**config.mk**
```make
export PLATFORM = sky130hd
export DESIGN_NAME = icache_refill_axi
export DESIGN_NICKNAME = d
export VERILOG_FILES = /design/src/rtl/icache_refill_axi_pkg.sv /design/src/rtl/icache_refill_axi.sv
export SDC_FILE = /design/constraint.sdc
export NUM_CORES = 1
export LEC_CHECK = 0
export CAP_MARGIN = 20
export CORE_AREA = 2 2 135 137
export CTS_CLUSTER_DIAMETER = 150
export CTS_CLUSTER_SIZE = 8
export DETAILED_ROUTE_END_ITERATION = 8
export DIE_AREA = 0 0 137 139
export DONT_BUFFER_PORTS = 1
export SYNTH_ARGS = -nofsm -noshare
export SYNTH_HDL_FRONTEND = slang
export SYNTH_SLANG_ARGS = --single-unit
export TNS_END_PERCENT = 1
```
**constraint.sdc**
```tcl
create_clock -name clk -period 4.9 [get_ports clk]
set_clock_uncertainty 0.1 [all_clocks]
set_input_delay 0.735 -clock clk [delete_from_list [all_inputs] [get_ports clk]]
set_output_delay 0.735 -clock clk [all_outputs]
set_load 0.05 [all_outputs]
```
**src/rtl/icache_refill_axi_pkg.sv**
```systemverilog
// icache_refill_axi_pkg: shared types and AXI constants for the I-cache line refill engine.
package icache_refill_axi_pkg;
    typedef enum logic [1:0] {REFILL_IDLE, REFILL_ADDR, REFILL_DATA, REFILL_RESP} refill_state_e;
    localparam logic [1:0] AXI_BURST_INCR    = 2'b01;
    localparam logic [2:0] AXI_SIZE_4B       = 3'b010;
    localparam int         ICACHE_LINE_BEATS = 4;
    localparam logic [3:0] AXI_LINE_LEN      = 4'(ICACHE_LINE_BEATS - 1);
endpackage

```
**src/rtl/icache_refill_axi.sv**
```systemverilog
// icache_refill_axi: fetches one 16-byte I-cache line per miss with a single 4-beat INCR AXI read burst.
module icache_refill_axi
    import icache_refill_axi_pkg::*;
#(
    parameter logic [3:0] AXI_ID = 4'd0
) (
    input  logic         clk,
    input  logic         rst_n,
    input  logic         inst_req_valid,
    input  logic [31:0]  inst_req_pc,
    output logic         inst_req_ready,
    input  logic         inst_resp_ready,
    output logic         inst_resp_valid,
    output logic [127:0] inst_resp_cache_line,
    output logic         axi_ar_valid,
    output logic [3:0]   axi_ar_id,
    output logic [31:0]  axi_ar_address,
    output logic [3:0]   axi_ar_length,
    output logic [2:0]   axi_ar_size,
    output logic [1:0]   axi_ar_burst,
    output logic         axi_ar_lock,
    output logic [3:0]   axi_ar_cache,
    output logic [2:0]   axi_ar_protect,
    input  logic         axi_ar_ready,
    input  logic         axi_r_valid,
    input  logic [3:0]   axi_r_id,
    input  logic [31:0]  axi_r_data,
    input  logic [1:0]   axi_r_respond,
    input  logic         axi_r_last,
    output logic         axi_r_ready
);
    refill_state_e   state_q, state_d;
    logic [31:0]     line_addr_q, line_addr_d;
    logic [1:0]      cnt_q, cnt_d;
    logic [3:0][31:0] line_q, line_d;
    logic            unused_ok;

    // Error responses are not reported and the low pc bits are implied by line alignment.
    assign unused_ok = ^{axi_r_respond, inst_req_pc[3:0]};

    always_comb begin
        state_d     = state_q;
        line_addr_d = line_addr_q;
        cnt_d       = cnt_q;
        line_d      = line_q;
        case (state_q)
            REFILL_IDLE: if (inst_req_valid) begin
                line_addr_d = {inst_req_pc[31:4], 4'b0};
                cnt_d       = 2'd0;
                state_d     = REFILL_ADDR;
            end
            REFILL_ADDR: if (axi_ar_ready) state_d = REFILL_DATA;
            // Beats tagged with another id are swallowed without touching the line.
            REFILL_DATA: if (axi_r_valid && axi_r_id == AXI_ID) begin
                line_d[cnt_q] = axi_r_data;
                cnt_d         = cnt_q + 2'd1;
                if (axi_r_last) state_d = REFILL_RESP;
            end
            REFILL_RESP: if (inst_resp_ready) state_d = REFILL_IDLE;
            default: state_d = REFILL_IDLE;
        endcase
    end

    always_ff @(posedge clk or negedge rst_n) begin
        if (!rst_n) begin
            state_q     <= REFILL_IDLE;
            line_addr_q <= 32'b0;
            cnt_q       <= 2'd0;
            line_q      <= '0;
        end else begin
            state_q     <= state_d;
            line_addr_q <= line_addr_d;
            cnt_q       <= cnt_d;
            line_q      <= line_d;
        end
    end

    assign inst_req_ready       = state_q == REFILL_IDLE;
    assign axi_ar_valid         = state_q == REFILL_ADDR;
    assign axi_r_ready          = state_q == REFILL_DATA;
    assign inst_resp_valid      = state_q == REFILL_RESP;
    assign inst_resp_cache_line = line_q;
    assign axi_ar_address       = line_addr_q;
    assign axi_ar_id            = AXI_ID;
    assign axi_ar_length        = AXI_LINE_LEN;
    assign axi_ar_size          = AXI_SIZE_4B;
    assign axi_ar_burst         = AXI_BURST_INCR;
    assign axi_ar_lock          = 1'b0;
    assign axi_ar_cache         = 4'd0;
    assign axi_ar_protect       = 3'd0;
endmodule
```
==> flow_summary.toml <==
[synth]
synth_top_area_share = 0.5786
ys_seq_area_frac = 0.5786
synth_cell_type_count = 25
yosysWarnings = 0
yosys.area.top_type = "dfrtp_1"
netlist_area_um2 = 6920
ys_seq_elements = 160
avgSynthCellArea_um2 = 17.26
synthCells = 401
ys_top_cells_by_area = "dfrtp_1 58%, mux2_4 26%, mux2_2 5.9%, buf_4 2.7%, buf_6 2.1%"

[final_layout]
antennaDiodeCount = 0
syn_to_final_growth_pct = 9.655
fin_cells = 646
drive_gt1_frac = 0.4676
final.fill_count = 1591
fin_nets = 490

[clock_tree]
cts_buffer_depth = 2
insertion_delay_ns = 0.41
tritoncts = "built"
ctsHtreeMaxLevel = 4
cts_inserted_buffers = 17
path_clk_slew_ns = 0.07
clkSinkCount = 160
clock_tree.root_cell = "clkbuf_16"
cts_resized = 0

[floorplanning]
die_h_um = 139
io_pins = 262
placementRows = 49
fp.dieW_um = 137
start_util = 0.3919
die_area_um2 = 19040
core_area_um2 = 17660

[power_and_ir_drop]
leakagePower_nw = 4.001
vdd_drop_max_uv = 351.4
p_switching_mw = 2.140
p_comb_frac = 0.144
switching_share = 0.4382
power_frac_clock = 0.269
intPower_mw = 2.744
power_density_nw_per_um2 = 643.6
p_total_mw = 4.884
p_seq_frac = 0.587

[routing]
ant_nets = 0
totalWireLength_mm = 14.12
wl_per_cell_um = 21.86
routed_via_density = 4.969
drtIter0Drc = 119
num_vias = 3210
drtPass1Iterations = 4
drc = 0

[setup_path]
cp.arrival_ns = 3.35
r2r-end = "inst_resp_cache_line[12]"
path_class = "flop to flop"
path_buf_inv = 1
cpPeakStageDelay_ns = 0.92
rr_worst_depth = 4
critPathTopFamily = "simple AND/OR/NAND/NOR gates"
endpoint_kind = "flop"
required_ns = 5.09
path_depth = 4
path_max_fanout = 32
critPathLaunchType = "flop"
path_cells = "inv_1, ha_1, nand3_4, mux2_4"
regToRegStartpoint = "state_q[0]"
reg2reg_slack_ns = 1.74
slowest_stage = "nand3_4"

[timing]
worst_slack_ns = 1.740
max_freq_mhz = 316.5
hold_viol_final = 0
drv_slew = 0
slew_headroom = 0.2614
worst_pin_slew_ns = 1.108
setup_tns_ns = 0
finalCriticalPeriod_ns = 3.160
fin_crit_sh = 0.6449
setup_viol = 0
rsz0062_at_grt = "false"
whs_ns = 0.1706

[global_route]
grt_pass1_wl_mm = 21.41
grt_usage = 0.1468
grt_max_degree = 161
grt_pass1_vias = 3497
overflow = 0
antenna_found_initial = 0

[placement]
placed_cells = 612
finalWeightedCongestion = 0.7218
pre_cts_slack_ns = 1.695
port_buffers = 0
place_hpwl_mm = 9.110

[hold_path]
hold_path.class = "input port to asynchronous set/reset pin"

[run]
maxCapViolCount = 0

[run_status]
status = "finished, final reports clean"
final cells by class:
type / count / area (um2) / area share
flip-flops and latches: 160 / 4004 / 0.5276
multi-input cells: 217 / 2631 / 0.3467
clock buffers: 20 / 466.7 / 0.06150
well taps: 229 / 286.5 / 0.03776
clock inverters: 12 / 122.6 / 0.01616
repair buffers: 2 / 55.05 / 0.007255
inverters: 6 / 22.52 / 0.002968
state kept, by name, indices dropped and copies added (netlist names):
name,flops
axi_ar_address,28
inst_resp_cache_line,128
state_q,2
cnt_q,2
what timing repair did:
action,in CTS,in global routing
endpoints found under the hold margin,160,0
hold buffers,1,0
buffers inserted,0,0
synthesized netlist by cell type:
library cell / instances
dfrtp_1: 160
mux2_4: 120
mux2_2: 36
buf_4: 25
buf_6: 13
ha_1: 9
inv_1: 6
nor2b_1: 5
nand3_4: 4
buf_2: 3
conb_1: 2
nand2_1: 2
nand3_1: 2
nor2_1: 2
o21ai_0: 2
a211oi_1: 1
a21oi_1: 1
a41oi_1: 1
and2_1: 1
mux2_1: 1
nand4_1: 1
nor3_2: 1
o2111ai_1: 1
o32a_1: 1
or4_1: 1
cell usage in the layout, fill, tap and decap left out:
master      Yosys  layout
inv_1           6       6
mux2_4        120     120
nand3_4         4       4
clkbuf_8        0       3
a41oi_1         1       1
ha_1            9       9
nand4_1         1       1
o21ai_0         2       2
mux2_2         36      36
buf_16          0       2
nand3_1         2       2
mux2_1          1       1
a21oi_1         1       1
nor3_2          1       1
clkinvlp_4      0       3
clkbuf_16       0      17
nand2_1         2       2
o2111ai_1       1       1
inv_6           0       4
o32a_1          1       1
conb_1          2      25
clkinv_4        0       4
bufinv_16       0       1
nor2b_1         5       5
nor2_1          2       2
and2_1          1       1
a211oi_1        1       1
or4_1           1       1
dfrtp_1       160     160
layer usage:
layer  up-vias  part of all wire  GRT usage
li1       1354                 -          -
met1      1713              0.40     0.1799
met4         0             0.011    0.04721
met3         9             0.082    0.05556
met5         -                 0          0
met2       134              0.51     0.2380
cells by family after synthesis:
| family | share of synthesized area |
|---|---|
| adder cells (fa/ha/maj) | 0.01627 |
| multiplexers | 0.3206 |
| other | 0.001085 |
| AO/OA/AOI/OAI | 0.007232 |
| AND/OR/NAND/NOR | 0.02260 |
| buffers and inverters | 0.05370 |
| flip-flops | 0.5786 |
metrics by stage:
stage / utilization / instance area, um2
floorplan: - / 7007
global placement: 0.3933 / 6944
detailed placement: 0.3933 / 6944
CTS: 0.4282 / 7561
global route: 0.4298 / 7589
finish: 0.4298 / 7589
power groups by stage:
stage          logic [mW]  clock network (mW)  registers [mW]
3_5_place_dp        0.671                   0            2.90
4_1_cts             0.702                1.35            2.87
5_1_grt             0.760                1.42            2.90
6_report            0.704                1.31            2.87
2_1_floorplan       0.628                   0            2.80
3_3_place_gp        0.642                   0            2.89
how the worst max path moves through the flow:
stage | startpoint | end | slack, ns
final | state_q[0] | inst_resp_cache_line[12] | 1.74
after global routing | state_q[0] | inst_resp_cache_line[25] | 1.60
after CTS | state_q[0] | inst_resp_cache_line[20] | 1.68
after detailed placement | state_q[0] | inst_resp_cache_line[15] | 1.69
after global placement | state_q[0] | inst_resp_cache_line[11] | 1.79
after floorplan | state_q[0] | state_q[1] | 2.60
worst reg2reg max path: stages, from the launching register on:
cell and delay (ns):
dfrtp_1 0.41, inv_1 0.11, ha_1 0.90, nand3_4 0.93
mux2_4 0.58
Power figures use the tool's default switching activity.
